## config.mk

```make
export PLATFORM = sky130hd
export DESIGN_NAME = master_reset_filter
export DESIGN_NICKNAME = d
export VERILOG_FILES = /design/src/rtl/master_reset_filter.sv
export SDC_FILE = /design/constraint.sdc
export NUM_CORES = 1
export LEC_CHECK = 0
export ABC_CLOCK_PERIOD_IN_PS = 2000
export CORE_MARGIN = 3
export CORE_UTILIZATION = 40
export DETAILED_ROUTE_END_ITERATION = 12
export PLACE_DENSITY_LB_ADDON = 0.2
export SETUP_SLACK_MARGIN = 0.02
export SLEW_MARGIN = 20
export SYNTH_ARGS = -nofsm -noshare
export SYNTH_HDL_FRONTEND = slang
export SYNTH_SLANG_ARGS = --single-unit
```

## constraint.sdc

```tcl
create_clock -name clk50 -period 2 [get_ports clk50]
set_input_delay 0.2 -clock clk50 [delete_from_list [all_inputs] [get_ports clk50]]
set_output_delay 0.2 -clock clk50 [all_outputs]
set_load 0.02 [all_outputs]
```

## src/rtl/master_reset_filter.sv

```systemverilog
// Master reset request filter: synchronize, qualify, stretch and hold off the master FPGA reset line.
// Optional event counters are compiled in with `define MASTER_RST_EVENT_CNT_EN.
module master_reset_filter #(
  parameter int unsigned FILTER_LEN  = 8,
  parameter int unsigned MIN_WIDTH   = 16,
  parameter int unsigned HOLDOFF_LEN = 32
) (
  input  logic       clk50,
  input  logic       rst,
  input  logic       rst_req_raw,
  input  logic       cnt_clr,
  output logic       rst_from_master,
  output logic       busy,
  output logic [7:0] rst_count,
  output logic [7:0] glitch_count
);

  localparam int unsigned CNT_W = 8;
  localparam logic [CNT_W-1:0] CNT_MAX   = '1;
  localparam logic [CNT_W-1:0] CNT_ONE   = CNT_W'(1);
  localparam logic [CNT_W:0]   FILTER_C  = (CNT_W+1)'(FILTER_LEN);
  localparam logic [CNT_W-1:0] MIN_C     = CNT_W'(MIN_WIDTH);
  localparam logic [CNT_W-1:0] HOLDOFF_C = CNT_W'(HOLDOFF_LEN);

  typedef enum logic [1:0] {
    IDLE    = 2'd0,
    QUALIFY = 2'd1,
    ASSERT  = 2'd2,
    HOLDOFF = 2'd3
  } state_t;

  (* ASYNC_REG = "TRUE" *) logic req_meta;
  (* ASYNC_REG = "TRUE" *) logic req_s;

  state_t           state;
  state_t           state_nxt;
  logic [CNT_W-1:0] cnt;
  logic [CNT_W-1:0] cnt_nxt;
  logic             accept_c;
  logic             glitch_c;

  // Two-flop synchronizer for the asynchronous request pin
  always_ff @(posedge clk50 or posedge rst) begin
    if (rst) begin
      req_meta <= 1'b0;
      req_s    <= 1'b0;
    end else begin
      req_meta <= rst_req_raw;
      req_s    <= req_meta;
    end
  end

  // State and shared cycle counter
  always_ff @(posedge clk50 or posedge rst) begin
    if (rst) begin
      state <= IDLE;
      cnt   <= '0;
    end else begin
      state <= state_nxt;
      cnt   <= cnt_nxt;
    end
  end

  // Next state, counter and event strobes
  always_comb begin
    state_nxt = state;
    cnt_nxt   = cnt;
    accept_c  = 1'b0;
    glitch_c  = 1'b0;
    unique case (state)
      IDLE: begin
        if (req_s) begin
          cnt_nxt = CNT_ONE;
          if (FILTER_LEN == 1) begin
            state_nxt = ASSERT;
            accept_c  = 1'b1;
          end else begin
            state_nxt = QUALIFY;
          end
        end
      end
      QUALIFY: begin
        if (!req_s) begin
          state_nxt = IDLE;
          cnt_nxt   = '0;
          glitch_c  = 1'b1;
        end else if ((CNT_W+1)'(cnt) + (CNT_W+1)'(1) == FILTER_C) begin
          state_nxt = ASSERT;
          cnt_nxt   = CNT_ONE;
          accept_c  = 1'b1;
        end else begin
          cnt_nxt = cnt + CNT_ONE;
        end
      end
      ASSERT: begin
        if (cnt >= MIN_C && !req_s) begin
          state_nxt = HOLDOFF;
          cnt_nxt   = CNT_ONE;
        end else if (cnt != CNT_MAX) begin
          cnt_nxt = cnt + CNT_ONE;
        end
      end
      HOLDOFF: begin
        if (cnt >= HOLDOFF_C) begin
          state_nxt = IDLE;
          cnt_nxt   = '0;
        end else begin
          cnt_nxt = cnt + CNT_ONE;
        end
      end
      default: begin
        state_nxt = IDLE;
        cnt_nxt   = '0;
      end
    endcase
  end

  // Outputs registered from the next state so they change on the transition edge
  always_ff @(posedge clk50 or posedge rst) begin
    if (rst) begin
      rst_from_master <= 1'b0;
      busy            <= 1'b0;
    end else begin
      rst_from_master <= (state_nxt == ASSERT);
      busy            <= (state_nxt != IDLE);
    end
  end

`ifdef MASTER_RST_EVENT_CNT_EN
  // Saturating event counters; clear wins over a coincident increment
  always_ff @(posedge clk50 or posedge rst) begin
    if (rst) begin
      rst_count    <= '0;
      glitch_count <= '0;
    end else if (cnt_clr) begin
      rst_count    <= '0;
      glitch_count <= '0;
    end else begin
      if (accept_c && rst_count != CNT_MAX) begin
        rst_count <= rst_count + CNT_ONE;
      end
      if (glitch_c && glitch_count != CNT_MAX) begin
        glitch_count <= glitch_count + CNT_ONE;
      end
    end
  end
`else
  logic unused_evt;
  assign unused_evt   = ^{cnt_clr, accept_c, glitch_c};
  assign rst_count    = '0;
  assign glitch_count = '0;
`endif

endmodule

```

==> reports/qor.json, run 1 <==
{
  "aggregate_negative_setup_slack_ns": 0,
  "powerDensity_mw_per_mm2": 564.8,
  "finClkSkew_ns": 0.006170,
  "antenna_cells_inserted": 0,
  "drtAntennaViolNets": 0,
  "horizontal_die_dimension_microns": 57.17,
  "floorplan.die_area_sq_mm": 0.003268,
  "cts_setup_buffers": 0,
  "power.static_leakage_uw": 0.0004957,
  "post-synth-top-area-cell": "sky130_fd_sc_hd__dfrtp_1",
  "syn-instance-count": 121,
  "clk_pin_slew_ns": 0.09,
  "htree_num_levels": 1,
  "timing.critical_path.max_delay_family": "compound AO/OA/AOI/OAI gates",
  "avgViaCountPerCell": 5.396,
  "grt-ovfl-total": 0,
  "placedInstanceArea_sq_mm": 0.001046,
  "drive_gt1_share_pct": 15.08,
  "synthesis.yosys.warnings": 0,
  "place.port_buffers": 4,
  "crit_chain": "ha_1 -> nand2_1 -> o41a_2 -> o32ai_1 -> nand2_1",
  "crit_type": "reg2reg",
  "worst_endpoint_required_time_ns": 2.17,
  "clk_root_buffer_cell": "sky130_fd_sc_hd__clkbuf_4",
  "yosys.area.top_type_share_pct": 33.45,
  "area_growth_syn_to_layout_pct": 3.346,
  "track_usage_pct": 13.20,
  "cts_buffers": 3,
  "post_cts.resized_instances": 0,
  "timing.critical_path.buf_inv": 0,
  "period_needed_ns": 1.834,
  "drv_cap": 0,
  "detailedPlacementHpwl_mm": 1.460,
  "number_of_core_rows": 17,
  "timing.critical_path.slowest_cell_delay_ns": 0.54,
  "largest_fanout_on_the_critical_path": 6,
  "dp_worst_setup_slack_ns": 0.1962,
  "peakVddDrop_uv": 367.7,
  "vias": 831,
  "worst_slew_pin_slew_ns": 0.5396,
  "totalPowerFinal_uw": 611.3,
  "final_critical_path_setup_slack_ns": 0.1664,
  "drt_iter0_drc": 17,
  "drtPass1Iterations": 4,
  "cts-hold-fix-buffers": 0,
  "timing_hold_violations_final": 0,
  "syn_area_sq_mm": 0.001047,
  "count_of_boundary_i_o_pins": 22,
  "dominant_register_cell_in_the_synthesized_netlist": "sky130_fd_sc_hd__dfrtp_1",
  "postSynthAreaPerCell_sq_um": 8.655,
  "outcome": "finished clean",
  "synth_edf_count": 0,
  "synth_seq_area_share_pct": 33.45,
  "wire_per_inst_microns": 12.90,
  "clock_sink_count": 14,
  "grt_pass1_vias": 780,
  "cp-end-kind": "register",
  "drc_errors_left": 0,
  "postSynth.asyncResetShare_pct": 100.0,
  "synth.most_common_cell": "sky130_fd_sc_hd__nand2_1",
  "slowest_stage": "sky130_fd_sc_hd__o41a_2",
  "synth_unique_cells": 41,
  "final_design_area_no_fill_sq_mm": 0.001082,
  "finalSetupViolCount": 0,
  "synth_top_cells_by_count": "sky130_fd_sc_hd__nand2_1, sky130_fd_sc_hd__buf_4, sky130_fd_sc_hd__dfrtp_1",
  "postSynthRegisterBits": 14,
  "wire_length_of_the_first_global_routing_pass_mm": 3.387,
  "hold_class": "in2async",
  "antenna_found_initial": 0,
  "crit_path_arrival_time_ns": 2.01,
  "synthTopCellsByArea": "sky130_fd_sc_hd__dfrtp_1, sky130_fd_sc_hd__buf_4, sky130_fd_sc_hd__nand2_1",
  "floorplan.core_area_sq_mm": 0.002340,
  "startpoint_class_of_the_critical_path": "register",
  "cp_common_cell": "sky130_fd_sc_hd__nand2_1",
  "clock_tree.buffer_depth": 2,
  "slew_viols_final": 0,
  "die_height_microns": 57.17,
  "finalCritPeriodShare_pct": 91.68,
  "routed_wirelength_mm": 1.987,
  "routabilityCongestion": 0.7548,
  "clock_tree_from_tritoncts": "built",
  "setup_repair_after_global_routing_missed_its_margin": "false",
  "grt_max_degree": 15,
  "layout.nets": 133,
  "initial_utilization_pct": 44.76,
  "slew_headroom_pct": 64.03,
  "holdWs_ns": 0.2404,
  "clk_latency_ns": 0.29,
  "clock.fmax_ghz": 0.5454
}
[registers in the layout, indices dropped and copies added (netlist names)]
signal	count
cnt	8
state	2
busy	1
req_meta	1
req_s	1
rst_from_master	1
[stage by stage]
stage | instances | util [%]
after CTS | 154 | 46.26
after global routing | 154 | 46.26
after floorplan | 136 | -
final | 154 | 46.26
after detailed placement | 150 | 44.71
after global placement | 150 | 44.71
[area by class of cell]
cell class,count,area (sq um)
repair buffers,6,55.05
well taps,28,35.03
fillers,242,1257
inverters,5,18.77
flip-flops and latches,14,350.3
multi-input cells,97,586.8
clock buffers,4,36.28
[final timing paths]
kind	start	cells after the start	to	slack (ns)
max in group asynchronous	rst	2	busy	1.40
min in group clk50	rst_req_raw	1	req_meta	0.35
worst max-delay path	cnt[1]	5	cnt[7]	0.17
worst min-delay path	rst	2	cnt[5]	0.24
worst max register to register	cnt[1]	5	cnt[7]	0.17
worst min register to register	req_meta	0	req_s	0.36
[routing by layer]
layer | global-route usage (%) | vias to the layer above | wire length [microns]
met5 | 0 | - | 0
met1 | 16.57 | 395 | 874
met2 | 21.21 | 30 | 943
li1 | - | 399 | -
met4 | 7.616 | 0 | 50
met3 | 2.262 | 7 | 119
[where the power goes]
part           leakage [uW]  switching [uW]  internal, uW  total, uW
registers          0.000183            10.9           293        304
logic              0.000292            65.4          29.5       95.0
clock network     0.0000210             101           111        212
[cell usage in the layout (no fill, tap or decap), types with 3 or more instances in the layout]
cell type	Yosys	routed
sky130_fd_sc_hd__dfrtp_1	14	14
sky130_fd_sc_hd__clkbuf_4	0	3
sky130_fd_sc_hd__clkdlybuf4s50_1	0	4
sky130_fd_sc_hd__inv_1	4	4
sky130_fd_sc_hd__conb_1	1	16
sky130_fd_sc_hd__nor2_1	9	9
sky130_fd_sc_hd__and2_1	6	6
sky130_fd_sc_hd__o32ai_1	5	5
sky130_fd_sc_hd__a21oi_1	3	3
sky130_fd_sc_hd__nand3_1	3	3
sky130_fd_sc_hd__nand2_1	18	18
sky130_fd_sc_hd__o21ai_0	4	4
[kinds of logic (layout without fill, tap and decap cells)]
family                   Yosys count  count (layout)  synth area share (%)
AND/OR/NAND/NOR                   53              53                 26.64
buffers and inverters             25              15                 15.89
AO/OA/AOI/OAI                     24              24                 19.35
flip-flops                        14              14                 33.45
adder cells (fa/ha/maj)            2               2                 2.389
other                              1              16                0.3581
XOR/XNOR                           1               1                0.8365
multiplexers                       1               1                 1.075
No activity file was read; power rests on OpenSTA's default activity.
==> run 2, diff against run 1 <==
--- a/config.mk
+++ b/config.mk
@@ -5,7 +5,6 @@
 export SDC_FILE = /design/constraint.sdc
 export NUM_CORES = 1
 export LEC_CHECK = 0
-export ABC_CLOCK_PERIOD_IN_PS = 2000
 export CORE_MARGIN = 3
 export CORE_UTILIZATION = 40
 export DETAILED_ROUTE_END_ITERATION = 12
==> results of run 2 <==
Same layout as run 1: the final DEF is identical, and so are final timing and power.
